`src/rtl/mem_arbiter_pkg.sv`:
```
// mem_arbiter_pkg
// Shared definitions for the fetch/data memory arbiter:
//   - arbiter state encodings (ARB_IDLE, ARB_IF_ACC, ARB_D_ACC)
//   - grant encodings used for round-robin history (GNT_IF, GNT_D)
//   - full byte-enable constant BE_ALL (sliced to the bus width by users)
//   - timer_width(): counter width needed for a given watchdog limit
package mem_arbiter_pkg;

  typedef enum logic [1:0] {
    ARB_IDLE   = 2'd0,
    ARB_IF_ACC = 2'd1,
    ARB_D_ACC  = 2'd2
  } arb_state_e;

  typedef enum logic {
    GNT_IF = 1'b0,
    GNT_D  = 1'b1
  } arb_gnt_e;

  // Wide enough for any data bus up to 512 bits; users take the low BE_W bits.
  localparam int BE_MAX_W = 64;
  localparam logic [BE_MAX_W-1:0] BE_ALL = {BE_MAX_W{1'b1}};

  // Counter only has to reach TIMEOUT-1, so $clog2(TIMEOUT) bits suffice.
  function automatic int timer_width(input int timeout);
    return (timeout > 2) ? $clog2(timeout) : 1;
  endfunction

endpackage

```
`src/rtl/mem_arbiter_timer.sv`:
```
// arb_timer
// Watchdog counter for one memory access. Counts cycles while en is high,
// saturating at TIMEOUT-1; clr has priority and returns the count to 0.
// Ports:
//   clk      in   clock, rising edge
//   rest     in   synchronous active-low reset
//   clr      in   clear count to 0
//   en       in   count this cycle (access in progress)
//   expired  out  count has reached TIMEOUT-1 during an enabled cycle
// TIMEOUT = 0 disables the watchdog (expired is never asserted).
module arb_timer
  import mem_arbiter_pkg::*;
#(
  parameter int TIMEOUT = 16
) (
  input  logic clk,
  input  logic rest,
  input  logic clr,
  input  logic en,
  output logic expired
);

  localparam int CNT_W = timer_width(TIMEOUT);
  localparam logic [CNT_W-1:0] CNT_ZERO = {CNT_W{1'b0}};
  localparam logic [CNT_W-1:0] CNT_ONE  = CNT_W'(1);
  localparam logic [CNT_W-1:0] CNT_LAST = (TIMEOUT > 0) ? CNT_W'(TIMEOUT - 1) : CNT_ZERO;

  logic [CNT_W-1:0] cnt_q;
  logic [CNT_W-1:0] cnt_d;

  // Next count: clear wins, otherwise increment until the last value is held.
  always_comb begin
    cnt_d = cnt_q;
    if (clr) begin
      cnt_d = CNT_ZERO;
    end else if (en && (cnt_q != CNT_LAST)) begin
      cnt_d = cnt_q + CNT_ONE;
    end else begin
      cnt_d = cnt_q;
    end
  end

  // Count register with synchronous active-low reset.
  always_ff @(posedge clk) begin
    if (!rest) begin
      cnt_q <= CNT_ZERO;
    end else begin
      cnt_q <= cnt_d;
    end
  end

  assign expired = (TIMEOUT != 0) && en && (cnt_q == CNT_LAST);

endmodule

```
`src/rtl/mem_arbiter.sv`:
```
// mem_arbiter
// Shares one req/ack memory port between the instruction-fetch path and the
// data (load/store) path. One transaction outstanding at a time, round-robin
// on contention, watchdog abort when mem_ack never arrives.
// Ports:
//   clk, rest                       clock, synchronous active-low reset
//   if_req/if_addr                  fetch request, held until if_done
//   if_rdata/if_done                fetched word and one-cycle completion
//   d_req/d_we/d_be/d_addr/d_wdata  data request, held until d_done
//   d_rdata/d_done                  read data and one-cycle completion
//   mem_req/we/be/addr/wdata        registered memory request, held for the access
//   mem_rdata/mem_ack               memory response, one cycle
//   busy                            an access is in progress
//   err                             pulses with done when the watchdog aborted
// All outputs are registered.
module mem_arbiter
  import mem_arbiter_pkg::*;
#(
  parameter int ADDR_W  = 32,
  parameter int DATA_W  = 32,
  parameter int TIMEOUT = 16
) (
  input  logic                clk,
  input  logic                rest,
  input  logic                if_req,
  input  logic [ADDR_W-1:0]   if_addr,
  output logic [DATA_W-1:0]   if_rdata,
  output logic                if_done,
  input  logic                d_req,
  input  logic                d_we,
  input  logic [DATA_W/8-1:0] d_be,
  input  logic [ADDR_W-1:0]   d_addr,
  input  logic [DATA_W-1:0]   d_wdata,
  output logic [DATA_W-1:0]   d_rdata,
  output logic                d_done,
  output logic                mem_req,
  output logic                mem_we,
  output logic [DATA_W/8-1:0] mem_be,
  output logic [ADDR_W-1:0]   mem_addr,
  output logic [DATA_W-1:0]   mem_wdata,
  input  logic [DATA_W-1:0]   mem_rdata,
  input  logic                mem_ack,
  output logic                busy,
  output logic                err
);

  localparam int BE_W = DATA_W / 8;
  localparam logic [BE_W-1:0] BE_FULL = BE_ALL[BE_W-1:0];

  arb_state_e state_q, state_d;
  arb_gnt_e   last_gnt_q, last_gnt_d;

  logic              mem_req_q,   mem_req_d;
  logic              mem_we_q,    mem_we_d;
  logic [BE_W-1:0]   mem_be_q,    mem_be_d;
  logic [ADDR_W-1:0] mem_addr_q,  mem_addr_d;
  logic [DATA_W-1:0] mem_wdata_q, mem_wdata_d;
  logic [DATA_W-1:0] if_rdata_q,  if_rdata_d;
  logic [DATA_W-1:0] d_rdata_q,   d_rdata_d;
  logic              if_done_q,   if_done_d;
  logic              d_done_q,    d_done_d;
  logic              err_q,       err_d;
  logic              busy_q,      busy_d;

  logic if_elig_s;
  logic d_elig_s;
  logic acc_s;
  logic expired_s;
  logic end_s;
  logic timer_clr_s;

  // A request held high during its own done cycle is stale, not a new one.
  assign if_elig_s   = if_req && !if_done_q;
  assign d_elig_s    = d_req && !d_done_q;
  assign acc_s       = (state_q == ARB_IF_ACC) || (state_q == ARB_D_ACC);
  // Ack and expiry both end the access; ack takes precedence below.
  assign end_s       = acc_s && (mem_ack || expired_s);
  assign timer_clr_s = !acc_s || end_s;

  arb_timer #(
    .TIMEOUT (TIMEOUT)
  ) u_timer (
    .clk     (clk),
    .rest    (rest),
    .clr     (timer_clr_s),
    .en      (acc_s),
    .expired (expired_s)
  );

  // State and output registers.
  always_ff @(posedge clk) begin
    if (!rest) begin
      state_q     <= ARB_IDLE;
      last_gnt_q  <= GNT_D;
      mem_req_q   <= 1'b0;
      mem_we_q    <= 1'b0;
      mem_be_q    <= {BE_W{1'b0}};
      mem_addr_q  <= {ADDR_W{1'b0}};
      mem_wdata_q <= {DATA_W{1'b0}};
      if_rdata_q  <= {DATA_W{1'b0}};
      d_rdata_q   <= {DATA_W{1'b0}};
      if_done_q   <= 1'b0;
      d_done_q    <= 1'b0;
      err_q       <= 1'b0;
      busy_q      <= 1'b0;
    end else begin
      state_q     <= state_d;
      last_gnt_q  <= last_gnt_d;
      mem_req_q   <= mem_req_d;
      mem_we_q    <= mem_we_d;
      mem_be_q    <= mem_be_d;
      mem_addr_q  <= mem_addr_d;
      mem_wdata_q <= mem_wdata_d;
      if_rdata_q  <= if_rdata_d;
      d_rdata_q   <= d_rdata_d;
      if_done_q   <= if_done_d;
      d_done_q    <= d_done_d;
      err_q       <= err_d;
      busy_q      <= busy_d;
    end
  end

  // Next state: round-robin grant in IDLE, leave an access on ack or expiry.
  always_comb begin
    state_d = state_q;
    case (state_q)
      ARB_IDLE: begin
        if (if_elig_s && (!d_elig_s || (last_gnt_q == GNT_D))) begin
          state_d = ARB_IF_ACC;
        end else if (d_elig_s) begin
          state_d = ARB_D_ACC;
        end else begin
          state_d = ARB_IDLE;
        end
      end
      ARB_IF_ACC, ARB_D_ACC: begin
        if (end_s) begin
          state_d = ARB_IDLE;
        end else begin
          state_d = state_q;
        end
      end
      default: state_d = ARB_IDLE;
    endcase
  end

  // Output values: latch the winner at grant, complete or abort at the end.
  always_comb begin
    last_gnt_d  = last_gnt_q;
    mem_req_d   = mem_req_q;
    mem_we_d    = mem_we_q;
    mem_be_d    = mem_be_q;
    mem_addr_d  = mem_addr_q;
    mem_wdata_d = mem_wdata_q;
    if_rdata_d  = if_rdata_q;
    d_rdata_d   = d_rdata_q;
    if_done_d   = 1'b0;
    d_done_d    = 1'b0;
    err_d       = 1'b0;
    busy_d      = (state_d != ARB_IDLE);
    case (state_q)
      ARB_IDLE: begin
        if (state_d == ARB_IF_ACC) begin
          last_gnt_d = GNT_IF;
          mem_req_d  = 1'b1;
          mem_we_d   = 1'b0;
          mem_be_d   = BE_FULL;
          mem_addr_d = if_addr;
        end else if (state_d == ARB_D_ACC) begin
          last_gnt_d  = GNT_D;
          mem_req_d   = 1'b1;
          mem_we_d    = d_we;
          mem_be_d    = d_be;
          mem_addr_d  = d_addr;
          mem_wdata_d = d_wdata;
        end else begin
          mem_req_d = 1'b0;
        end
      end
      ARB_IF_ACC, ARB_D_ACC: begin
        if (mem_ack) begin
          mem_req_d = 1'b0;
          mem_we_d  = 1'b0;
          if (state_q == ARB_IF_ACC) begin
            if_done_d  = 1'b1;
            if_rdata_d = mem_rdata;
          end else begin
            d_done_d = 1'b1;
            // Writes leave the last read data in place.
            if (!mem_we_q) begin
              d_rdata_d = mem_rdata;
            end else begin
              d_rdata_d = d_rdata_q;
            end
          end
        end else if (expired_s) begin
          mem_req_d = 1'b0;
          mem_we_d  = 1'b0;
          err_d     = 1'b1;
          if (state_q == ARB_IF_ACC) begin
            if_done_d = 1'b1;
          end else begin
            d_done_d = 1'b1;
          end
        end else begin
          mem_req_d = mem_req_q;
        end
      end
      default: begin
        mem_req_d = 1'b0;
        mem_we_d  = 1'b0;
      end
    endcase
  end

  assign mem_req   = mem_req_q;
  assign mem_we    = mem_we_q;
  assign mem_be    = mem_be_q;
  assign mem_addr  = mem_addr_q;
  assign mem_wdata = mem_wdata_q;
  assign if_rdata  = if_rdata_q;
  assign d_rdata   = d_rdata_q;
  assign if_done   = if_done_q;
  assign d_done    = d_done_q;
  assign err       = err_q;
  assign busy      = busy_q;

endmodule

```
`config.mk`:
```
export PLATFORM = sky130hd
export DESIGN_NAME = mem_arbiter
export DESIGN_NICKNAME = d
export VERILOG_FILES = /design/src/rtl/mem_arbiter_pkg.sv /design/src/rtl/mem_arbiter_timer.sv /design/src/rtl/mem_arbiter.sv
export SDC_FILE = /design/constraint.sdc
export NUM_CORES = 1
export LEC_CHECK = 0
export ABC_CLOCK_PERIOD_IN_PS = 2700
export BUFFER_PORTS_ARGS = -buffer_cell sky130_fd_sc_hd__buf_4
export CAP_MARGIN = 20
export CORE_MARGIN = 5
export CORE_UTILIZATION = 42
export DETAILED_ROUTE_END_ITERATION = 12
export GPL_TIMING_DRIVEN = 0
export HOLD_SLACK_MARGIN = 0.1
export PLACE_DENSITY = 0.76
export SLEW_MARGIN = 10
export SYNTH_ARGS = -nofsm -noshare
export SYNTH_HDL_FRONTEND = slang
export SYNTH_SLANG_ARGS = --single-unit
```
`constraint.sdc`:
```
create_clock -name clk -period 2.7 [get_ports clk]
set_clock_uncertainty 0.15 [all_clocks]
set_input_delay 0.54 -clock clk [delete_from_list [all_inputs] [get_ports clk]]
set_output_delay 0.54 -clock clk [all_outputs]
set_load 0.02 [all_outputs]
```
==> results of run 1 <==
metal layers:
layer	track usage, %	up-vias
li1	-	2761
met1	22.9	2459
met2	35.6	201
met3	8.49	28
met4	6.36	0
met5	0	-
report_power, final:
| group | total, mW | switching (mW) | internal [mW] |
|---|---|---|---|
| clock network | 2.49 | 0.876 | 1.61 |
| registers | 2.55 | 0.147 | 2.40 |
| logic | 1.88 | 1.01 | 0.869 |
| total | 6.91 | 2.03 | 4.88 |
sequential cells by signal, summed over array words and instances, names as in the netlist:
| name | flops |
|---|---|
| u_timer.cnt_q | 4 |
| mem_we | 1 |
| err | 1 |
| last_gnt_q | 1 |
| if_done | 1 |
| d_rdata | 32 |
| mem_wdata | 32 |
| state_q | 2 |
| d_done | 1 |
| mem_req | 1 |
| if_rdata | 32 |
| busy | 1 |
| mem_be | 4 |
| mem_addr | 32 |
metrics by stage:
stage / total power [mW] / hold WS (ns) / util, %
floorplan: 3.65 / 0.280 / -
global placement: 4.41 / 0.292 / 59.5
CTS: 6.94 / 0.202 / 64.1
finish: 6.91 / 0.217 / 64.5
detailed placement: 4.44 / 0.296 / 59.5
global route: 7.25 / 0.203 / 64.5
cell usage after synthesis (all sizes together) (2+ instances only):
master,instances,share of area (%)
a21oi,2,0.17
inv,2,0.13
and2,4,0.42
nor3b,5,0.63
mux2i,32,5.3
or2,3,0.31
o211a,32,5.3
buf,36,4.0
and3,2,0.21
dfxtp,145,48
and3b,2,0.29
a31oi,2,0.46
clkbuf,14,0.88
nor3,5,0.42
a21boi,96,14
nor2b,2,0.21
nand2,230,14
a32oi,2,0.29
nand3,2,0.17
nor2,11,0.69
ha,8,1.7
worst max-delay path, stage by stage, from the launching register on:
cell      delay (ns)
dfxtp_2         0.36
inv_1           0.06
ha_2            0.31
buf_6           0.13
a32oi_2         0.12
or2_4           0.27
ha_4            0.25
and2_1          0.16
clkbuf_4        0.17
buf_6           0.15
buf_6           0.14
o211a_1         0.20
final timing paths:
kind,startpoint,endpoint,cells after the start
hold reg to reg,mem_wdata[4]$_SDFFE_PN0P_,mem_wdata[4]$_SDFFE_PN0P_,2
hold / removal,d_wdata[28],mem_wdata[28]$_SDFFE_PN0P_,3
setup / recovery,state_q[0]$_SDFF_PN0_,mem_addr[30]$_SDFFE_PN0P_,11
setup reg to reg,state_q[0]$_SDFF_PN0_,mem_addr[30]$_SDFFE_PN0P_,11
kinds of logic (layout without fill, tap and decap cells):
logic type / after synthesis / in the layout / share of synthesized area, %
xor+xnor: 1 / 1 / 0.146
mux: 32 / 32 / 5.34
compound gates: 139 / 139 / 20.8
flops: 145 / 145 / 48.4
simple gates: 272 / 272 / 18.7
fa+ha+maj: 8 / 8 / 1.67
buf+inv: 52 / 359 / 4.99
repair_timing:
action,in CTS,in global routing
gates resized for setup,4,17
pin swaps,1,0
setup buffers,1,0
endpoints found under the setup margin,66,55
cloned,0,0
area by class of cell:
class / instances / area [µm²]
Fill cell: 1210 / 4950
Buffer: 50 / 318
Timing Repair Buffer: 276 / 2070
Clock buffer: 21 / 470
Inverter: 2 / 7.51
Multi-Input combinational cell: 452 / 2830
Sequential cell: 145 / 2910
Clock inverter: 10 / 158
Tap cell: 180 / 225
==> impl.org, run 1 <==
** GRT
- Largest net degree at the start of global routing :: 17
- Global routing finished with a remaining overflow of 0.
- The number of antenna violations at the first check in global routing came to 0.
- Wire length of the first global-routing pass :: 26900 µm
- The number of global-route vias before repair came to 5326.
- Global routing used 20.5% of the available tracks.

** Timing
- Setup slack closes at 0.127 ns.
- Measured against its own limit, the worst slew margin works out to 67.4%.
- Final period demand of the worst path :: 2.57 ns
- Static timing analysis puts the maximum clock frequency at 0.389 GHz.
- The final max-slew violation count came to 0.
- For the final routed database, the setup TNS stands at 0 ns.
- Setup violations remaining at the end of the flow were counted as 0.
- Transition time at the pin with the least slew margin :: 0.488 ns
- In the finished design, the share of the clock period the worst path needs comes to 95.3%.
- Hold Violations, Final :: 0

** Routing
- Antenna viol nets, final :: 0
- Overall routed net length :: 17700 µm
- The first routing iteration left 208 violations.
- Routed wirelength normalized by instance count :: 15.6 µm
- In the routed layout, each cell is associated on average with a via count of 4.80.
- Met2 WL post-DR :: 8690 µm
- After detailed routing, the wire length on met1 is 7030 µm.
- Via count :: 5449
- Summed over all nets, wire length on met3 after detailed routing comes to 1650 µm.
- For this run, design rule violations remaining after detail routing come to 0.
- Top layer reached by signal wires :: met4
- Number of iterations in the first detailed-routing pass :: 4

** Layout
- The library cell used most frequently in the layout, excluding fill and tap cells, is buf_4.
- In the layout the commonest cells are 286 x buf_4, 230 x nand2_1, 143 x dfxtp_1.
- Area growth from synthesis to layout :: 49.9%
- Number of nets in the finished design :: 1090
- Layout cells sized above 1 :: 40.2%
- Cell area after layout :: 8990 µm²
- Final std cells w/o fill :: 1136
- Number of inserted diodes :: 0

** Floorplan
- The floorplan step defined a die boundary enclosing 16800 µm².
- Area of the core :: 13900 µm²
- The initialized floorplan defines 43 standard-cell rows.
- The initial utilization of the core area, before any placement, comes to 43.0%.
- During I/O placement, the number of pins put on the boundary was 276.
- Die Wd :: 129 µm
- Vert. Die Dim :: 129 µm

** Placement
- Detailed placement ended at an HPWL of 13500 µm.
- Before CTS, the worst setup slack after placement is -0.194 ns.
- RD Place Congestion :: 0.855
- Input/output buffers :: 275
- In this run, placement finished with an instance count of 1104.
- Once placement finished, the instance area stood at 8290 µm².

** Critical path
- The worst setup path is captured at a register.
- In this run the register-to-register setup slack is 0.13 ns.
- Required arrival time at the worst endpoint :: 2.86 ns
- Worst setup path category :: reg -> reg
- Of all nets on the critical path, the largest fanout is 10.
- The worst setup path is launched from a register.
- At the worst endpoint, the arrival time is 2.73 ns.

** Status
- Result of the run :: complete, no violations

** Run
- Number of max-capacitance violations reported :: 0

** Synthesis
- Most used DFF post-synth :: dfxtp_1
- Synthesis inferred 145 register bits.
- Number of distinct library cell variants in the gate-level netlist after synthesis :: 39
- Syn Area/Cell :: 9.24 µm²
- Synthesis produced a netlist with a net count of 795.
- Summed instance area of the synthesized netlist :: 6000 µm²
- The Yosys step of the flow raised 0 warnings.
- Number of cells produced by synthesis :: 649
- Of all flip-flops after synthesis, the portion carrying an async set or reset was 0%.
- Number of enable-type register cells in the synthesized netlist :: 0
- Of the synthesized area, sequential elements account for 48.4%.

** Power and ir drop
- In this run the power density over the cells is 769 nW/µm².
- Standby leakage power :: 4.22 nW
- Worst vdd rail ir drop :: 0.416 mV

** Clock network
- For this design, the CTS-stage hold fixing added 0 buffers.
- For this design, the sink count on the clock tree is 145.
- Clock-pin slew was measured on the worst setup and hold paths at 0.06 ns.
- Clock insertion delay at the later pin of the skew report :: 0.42 ns
- Clock tree synthesis selected as its root buffer the cell clkbuf_16.
- Maximum root-to-sink buffer count :: 2
- TritonCTS clock tree :: built
- Clock buffer count from CTS :: 17
- The H-tree was split into 4 levels.

** Min path
- The min-delay analysis places its worst path in the category in -> reg.
Note: power is estimated with default switching activity, not from simulation.
==> run 2: changes to the inputs <==
ABC_CLOCK_PERIOD_IN_PS = 2300   (was 2700)
BUFFER_PORTS_ARGS = default   (was -buffer_cell sky130_fd_sc_hd__buf_4)
CORE_UTILIZATION = 57   (was 42)
DONT_BUFFER_PORTS = 1   (was default)
PLACE_DENSITY = 0.75   (was 0.76)
clock period = 2.3 ns   (was 2.7 ns; I/O delays follow)
==> run 2 against run 1 <==
The run now ends with setup timing left. Maximum frequency rose by 9.5%. Combinational power fell by 6%. Clock power grew 11%. Clock-buffer cell count fell by 3. Die area shrank 24%. Setup slack got worse by 0.18 ns. Critical path depth is 1 lower.
==> impl.org, run 2 (same netlist as run 1, synthesis figures left out) <==
** Timing
- Post-route setup TNS :: -0.333 ns (was 0 ns)
- The final max-slew violation count came to 0 (unchanged).
- Transition time at the pin with the least slew margin :: 0.471 ns (was 0.488 ns)
- The final count of negative-setup-slack endpoints is 14 (was 0).
- Max-slew headroom :: 68.6% (was 67.4%)
- Highest achievable clock rate :: 0.426 GHz (was 0.389 GHz)
- Setup repair after global routing could not meet its margin everywhere.
- The tightest hold margin is 0.124 ns (was 0.217 ns).
- The ratio of final minimum period to clock period is 102% (was 95.3%).
- The final critical-path required period is 2.35 ns (was 2.57 ns).
- The final number of hold-violating endpoints is 0 (unchanged).
- The minimum setup slack in the final design was -0.0501 ns (was 0.127 ns).

** Layout
- Most used cells in the layout excluding fill and tap cells :: 228 x nand2_1, 140 x dfxtp_1, 135 x dlygate4sd3_1 (was 286 x buf_4, 230 x nand2_1, 143 x dfxtp_1)
- Most common cell after layout, fill and taps aside :: nand2_1 (was buf_4)
- Number of nets in the finished design :: 966 (was 1090)
- Final std cells w/o fill :: 966 (was 1136)
- Area growth from synthesis to layout :: 43.0% (was 49.9%)
- The share of the core filled with cells in the final layout is 83.4% (was 64.5%).
- Fill cell instance count of the final layout :: 547 (was 1210)
- Layout cells sized above 1 :: 17.9% (was 40.2%)
- The final cell area excluding filler cells came to 8580 µm² (was 8990 µm²).

** Placement
- Input/output buffers :: 0 (was 275)
- The sum of net half-perimeters after detailed placement came to 11700 µm (was 13500 µm).
- The worst slack after detailed placement was -0.271 ns (was -0.194 ns).
- The number of placed cells counting well taps was 785 (was 1104).
- RD Place Congestion :: 0.807 (was 0.855)
- Placed standard-cell area :: 6220 µm² (was 8290 µm²)

** Routing
- The number of DRC violations after detailed-routing iteration 0 was 359 (was 208).
- The per-cell via count in the routed design is 5.74 (was 4.80).
- Antenna viol nets, final :: 0 (unchanged)
- Number of iterations in the first detailed-routing pass :: 4 (unchanged)
- The average wire per standard cell was 21.0 µm (was 15.6 µm).
- The total length of routed wires is 20300 µm (was 17700 µm).
- Via count :: 5542 (was 5449)
- The number of remaining DRC errors was 0 (unchanged).

** Critical path
- The setup slack of the worst register-to-register path was -0.05 ns (was 0.13 ns).
- Kind of start point of the critical path :: register (unchanged)
- Required arrival time at the worst endpoint :: 2.56 ns (was 2.86 ns)
- Type of destination of the critical path :: register (unchanged)
- The critical-path maximum fanout was 5 (was 10).
- Worst setup path category :: reg -> reg (unchanged)
- FF-to-FF End :: mem_addr[5]$_SDFFE_PN0P_ (was mem_addr[30]$_SDFFE_PN0P_)
- The origin of the critical flop-to-flop path was u_timer.cnt_q[0]$_SDFFE_PP0P_ (was state_q[0]$_SDFF_PN0_).
- The worst reg-to-reg path cell count came to 10 (was 11).
- Arrival @ worst endpoint :: 2.61 ns (was 2.73 ns)

** Min path
- End point of the worst hold path :: if_rdata[0]$_SDFFE_PN0P_ (was mem_wdata[28]$_SDFFE_PN0P_)
- The classification of the worst-slack hold path is in -> reg (unchanged).
- The hold path startpoint was mem_ack (was d_wdata[28]).
- The number of cells traversed by the worst hold path was 3 (unchanged).

** Power and ir drop
- The worst ir drop on vdd came to 0.554 mV (was 0.416 mV).
- The static leakage power is 3.49 nW (was 4.22 nW).
- The sum of internal, switching and leakage power was 7.97 mW (was 6.91 mW).
- The total power per unit cell area came to 929 nW/µm² (was 769 nW/µm²).

** GRT
- The maximum number of pins on one net before global-route repair came to 17 (unchanged).
- Total Routing Usage GR :: 29.7% (was 20.5%)
- Wire length of the first global-routing pass :: 29900 µm (was 26900 µm)
- Via count of the first global-routing pass :: 5702 (was 5326)
- Initial antenna violation count :: 1 (was 0)
- Overflow after GRT :: 0 (unchanged)

** Clock network
- Root Buffer :: clkbuf_8 (was clkbuf_16)
- The buffer depth of the longest clock path is 2 (unchanged).
- The clock transition at the register clock pins on the worst setup and hold paths after CTS is 0.06 ns (about the same).
- CTS sink count :: 145 (unchanged)
- The clock latency of the later-clocked register in the worst-skew pair came to 0.52 ns (was 0.42 ns).
- The CTS tree was built (unchanged).
- CTS HTree Levels :: 4 (unchanged)
- Clock buffer count from CTS :: 17 (unchanged)

** Run
- The number of max-cap violations was 0 (unchanged).

** Floorplan
- Vert. Die Dim :: 113 µm (was 129 µm)
- Overall die area :: 12700 µm² (was 16800 µm²)
- Area of the core :: 10300 µm² (was 13900 µm²)
- Die Wd :: 113 µm (was 129 µm)
- Number of rows created at floorplan :: 37 (was 43)
- The initial standard-cell utilization of the core came to 58.3% (was 43.0%).
- I/O pin total :: 276 (unchanged)

** Status
- The final reports fail on setup timing.
- Result of the run :: finished with violations (was complete, no violations)
-- run 2: changes by cell type in the layout (fill, tap and decap cells not counted), moves of 4 or more --
cell,change
buf_4,-266
mux2i_1,-6
a21boi_0,-11
buf_2,-4
a21boi_1,+6
buf_12,+4
buf_6,+4
mux2i_2,+6
clkinvlp_4,+4
dlygate4sd3_1,+135
a21boi_2,+5
-- run 2: worst max-delay path: stages, from the launching register on --
cell     delay (ns)
dfxtp_4        0.35
ha_4           0.17
a31oi_4        0.20
a32oi_2        0.15
or2_4          0.28
ha_4           0.19
buf_12         0.15
buf_4          0.15
mux2i_1        0.20
nand2_1        0.11
o211a_1        0.14
-- run 2: per-layer routing --
layer | GRT usage [%] | vias up | routed length, µm
li1 | - | 2519 | -
met1 | 30.3 | 2660 | 6990
met2 | 52.9 | 295 | 10500
met3 | 11.5 | 68 | 1890
met4 | 14.0 | 0 | 824
met5 | 0 | - | 0
-- run 2: final cells by class --
cell class,count,area (µm²),share of cell area (%)
clock inverter,10,164,1.91
timing repair buffer,154,1570,18.3
antenna,1,2.50,0.0292
inverter,2,7.51,0.0875
sequential,145,2920,34.0
multi-input combinational,452,2940,34.3
tap,136,170,1.98
buffer,48,385,4.49
clock buffer,18,418,4.87
-- run 2: power breakdown --
part           internal [mW]  switching, mW  leakage, nW
clock network           1.74           1.04        0.271
logic                  0.909          0.852         2.03
registers               2.82          0.616         1.19
-- run 2: how the worst max path moves through the flow --
stage	from	to	slack, ns	cells past startpoint
2_1_floorplan	state_q[0]$_SDFF_PN0_	mem_addr[21]$_SDFFE_PN0P_	-0.04	11
3_3_place_gp	state_q[1]$_SDFF_PN0_	mem_addr[16]$_SDFFE_PN0P_	-0.23	11
3_5_place_dp	u_timer.cnt_q[0]$_SDFFE_PP0P_	mem_wdata[20]$_SDFFE_PN0P_	-0.27	9
4_1_cts	u_timer.cnt_q[0]$_SDFFE_PP0P_	mem_addr[26]$_SDFFE_PN0P_	-0.03	9
5_1_grt	state_q[0]$_SDFF_PN0_	mem_addr[28]$_SDFFE_PN0P_	-0.10	11
6_report	u_timer.cnt_q[0]$_SDFFE_PP0P_	mem_addr[5]$_SDFFE_PN0P_	-0.05	10
-- run 2: repair_timing --
item                       in CTS  in global routing
hold buffers                  135                  0
setup endpoints to repair      67                 68
pin swaps                      10                 17
gates resized for setup        34                 48
cloned                          3                  2
hold endpoints to repair      138                  0
buffers inserted               10                  4
==> run 3: changes to the inputs <==
TNS_END_PERCENT = 20   (was default)
==> run 3 against run 2 <==
The flow still finishes with violations (setup timing). Maximum frequency decreased by 4.0%. Die area did not move. Clock power about the same. Routed wire length up 1.6%. Largest cell class unchanged. Largest power group unchanged.
==> impl.org, run 3 (same netlist as run 1, synthesis figures left out) <==
** Floorplan
- Die Wd :: 113 µm (unchanged)
- Vert. Die Dim :: 113 µm (unchanged)
- The die footprint is 12700 µm² (unchanged).
- Area of the core :: 10300 µm² (unchanged)
- The number of placement rows came to 37 (unchanged).
- I/O pin total :: 276 (unchanged)
- Starting utilization of the core area :: 58.3% (unchanged)

** Clock network
- The CTS tree was built (unchanged).
- Clock insertion delay at the later pin of the skew report :: 0.52 ns (about the same)
- The clock transition at the register clock pins on the worst setup and hold paths after CTS was 0.06 ns (about the same).
- The total number of H-tree levels is 4 (unchanged).
- The buffer depth of the longest clock path was 2 (unchanged).
- Root Buffer :: clkbuf_8 (unchanged)
- The clock sink count is 145 (unchanged).
- The TritonCTS buffer count came to 17 (unchanged).

** Power and ir drop
- Power density normalized to cell area :: 929 nW/µm² (about the same)
- The sum of internal, switching and leakage power was 8.01 mW (was 7.97 mW).
- Worst vdd rail ir drop :: 0.539 mV (was 0.554 mV)
- The static leakage power is 3.51 nW (was 3.49 nW).

** Timing
- The relative slew slack is 68.6% (about the same).
- The final critical-path required period was 2.45 ns (was 2.35 ns).
- RSZ-0062 raised after global routing :: true (unchanged)
- The final max-slew violation count was 0 (unchanged).
- The setup total negative slack was -0.651 ns (was -0.333 ns).
- Share of the clock period used by the worst path :: 106% (was 102%)
- Transition time at the pin with the least slew margin :: 0.472 ns (was 0.471 ns)
- Final setup violation count :: 19 (was 14)
- The minimum setup slack in the final design is -0.148 ns (was -0.0501 ns).
- Hold Violations, Final :: 0 (unchanged)
- The highest achievable clock rate is 0.408 GHz (was 0.426 GHz).

** Routing
- Via count :: 5570 (was 5542)
- Number of iterations in the first detailed-routing pass :: 6 (was 4)
- The number of remaining DRC errors came to 0 (unchanged).
- The per-cell via count in the routed design was 5.76 (was 5.74).
- The average wire per standard cell is 21.3 µm (was 21.0 µm).
- The total length of routed wires was 20600 µm (was 20300 µm).
- Antenna viol nets, final :: 0 (unchanged)
- Violation count after the first detailed-routing iteration :: 394 (was 359)

** Layout
- Layout cells sized above 1 :: 17.6% (was 17.9%)
- Area growth from synthesis to layout :: 43.7% (was 43.0%)
- Most common cell after layout, fill and taps aside :: nand2_1 (unchanged)
- The fill cell instance count of the final layout was 523 (was 547).
- The number of cells in the finished layout apart from fillers was 967 (was 966).
- Most used cells in the layout excluding fill and tap cells :: 229 x nand2_1, 140 x dfxtp_1, 135 x dlygate4sd3_1 (was 228 x nand2_1, 140 x dfxtp_1, 135 x dlygate4sd3_1)
- Area of combinational cells with multiple inputs :: 2950 µm² (was 2940 µm²)
- The count of nets after finishing is 967 (was 966).
- Reg area :: 2920 µm² (unchanged)

** Critical path
- Length in cells of the worst reg-to-reg path :: 9 (was 10)
- The critical-path maximum fanout is 7 (was 5).
- Critical Path Source :: u_timer.cnt_q[0]$_SDFFE_PP0P_ (unchanged)
- FF-to-FF setup slack :: -0.15 ns (was -0.05 ns)
- Arrival @ worst endpoint :: 2.72 ns (was 2.61 ns)
- The nature of the critical path endpoint is a register (unchanged).
- Worst setup path category :: reg -> reg (unchanged)
- The startpoint kind of the worst setup timing path is a register (unchanged).
- The endpoint required time on the critical path is 2.57 ns (was 2.56 ns).
- The origin of the critical flop-to-flop path is u_timer.cnt_q[0]$_SDFFE_PP0P_ (unchanged).
- The critical register-to-register path endpoint is mem_be[2]$_SDFFE_PN0P_ (was mem_addr[5]$_SDFFE_PN0P_).

** GRT
- Overflow after GRT :: 0 (unchanged)
- The first-pass GRT wire length was 30100 µm (was 29900 µm).
- The global-route layer with the greatest usage is met2 (unchanged).
- Met2 Resource Use GR :: 53.4% (was 52.9%)
- Met1 demand-to-capacity share in global routing :: 30.6% (was 30.3%)
- Global routing met3 resource utilization :: 11.5% (unchanged)
- Initial antenna violation count :: 1 (unchanged)
- The maximum number of pins on one net before global-route repair was 17 (unchanged).
- Total Routing Usage GR :: 29.9% (was 29.7%)
- The number of global-route vias before repair was 5707 (was 5702).

** Status
- Failing checks :: setup timing (unchanged)
- Result of the run :: finished with violations (unchanged)

** Min path
- The hold path startpoint is mem_ack (unchanged).
- Number of cells on the worst hold path :: 3 (unchanged)
- The capture endpoint of the worst hold path was if_rdata[0]$_SDFFE_PN0P_ (unchanged).
- Worst hold path class :: in -> reg (unchanged)

** Run
- The number of max-cap violations came to 0 (unchanged).

** Placement
- Input/output buffers :: 0 (unchanged)
- Placed instance count :: 785 (unchanged)
- The final weighted congestion of routability-driven global placement is 0.807 (unchanged).
- The sum of net half-perimeters after detailed placement was 11700 µm (unchanged).
[run 3: cell count changes in the layout (fill, tap and decap cells not counted), sizes merged]
cell / previous run / this run
clkbuf: 34 / 36
buf: 51 / 50
[run 3: per-stage QoR]
| stage | utilization, % | area (µm²) | hold slack (ns) | setup WS (ns) |
|---|---|---|---|---|
| 2_1_floorplan | - | 6050 | 0.278 | -0.0369 |
| 6_report | 83.9 | 8620 | 0.122 | -0.148 |
| 5_1_grt | 83.9 | 8620 | 0.139 | -0.189 |
| 4_1_cts | 81.6 | 8390 | 0.106 | -0.0326 |
| 3_5_place_dp | 60.5 | 6220 | 0.306 | -0.271 |
| 3_3_place_gp | 60.5 | 6220 | 0.285 | -0.234 |
[run 3: area by class of cell]
class / instances / area share, %
Clock buffer: 18 / 4.85
Multi-Input combinational cell: 452 / 34.2
Tap cell: 136 / 1.97
Buffer: 48 / 4.47
Timing Repair Buffer: 155 / 18.6
Sequential cell: 145 / 33.8
Clock inverter: 10 / 1.90
Antenna cell: 1 / 0.0290
Inverter: 2 / 0.0871
[run 3: worst max path at each step]
stage,slack (ns),to
after floorplan,-0.04,mem_addr[21]$_SDFFE_PN0P_
after global routing,-0.19,mem_addr[22]$_SDFFE_PN0P_
after detailed placement,-0.27,mem_wdata[20]$_SDFFE_PN0P_
final,-0.15,mem_be[2]$_SDFFE_PN0P_
after CTS,-0.03,mem_addr[26]$_SDFFE_PN0P_
after global placement,-0.23,mem_addr[16]$_SDFFE_PN0P_
[run 3: metal layers]
layer  wire [µm]  part of all wire, %
met3        2000                  9.7
met2       10700                   52
met4         830                  4.0
met5           0                    0
met1        7070                   34
[run 3: power by group]
part	switching, mW	internal (mW)	total, mW
clock network	1.04	1.74	2.77
registers	0.619	2.82	3.44
logic	0.877	0.925	1.80
total	2.53	5.48	8.01
[run 3: worst max-delay path, stage by stage (launching register included)]
cell and delay [ns]:
dfxtp_4 0.35, ha_4 0.17, a31oi_4 0.20, a32oi_4 0.17, or2_4 0.29, ha_4 0.27
and2_4 0.21, buf_2 0.19, nor2_1 0.07, nor3b_1 0.29
[run 3: timing repair]
action / CTS / global route
setup buffers: 10 / 3
endpoints found under the hold margin: 138 / 0
pin swaps: 10 / 15
cloned: 3 / 4
gates resized for setup: 33 / 49
hold buffers: 135 / 0
setup endpoints to repair: 67 / 68
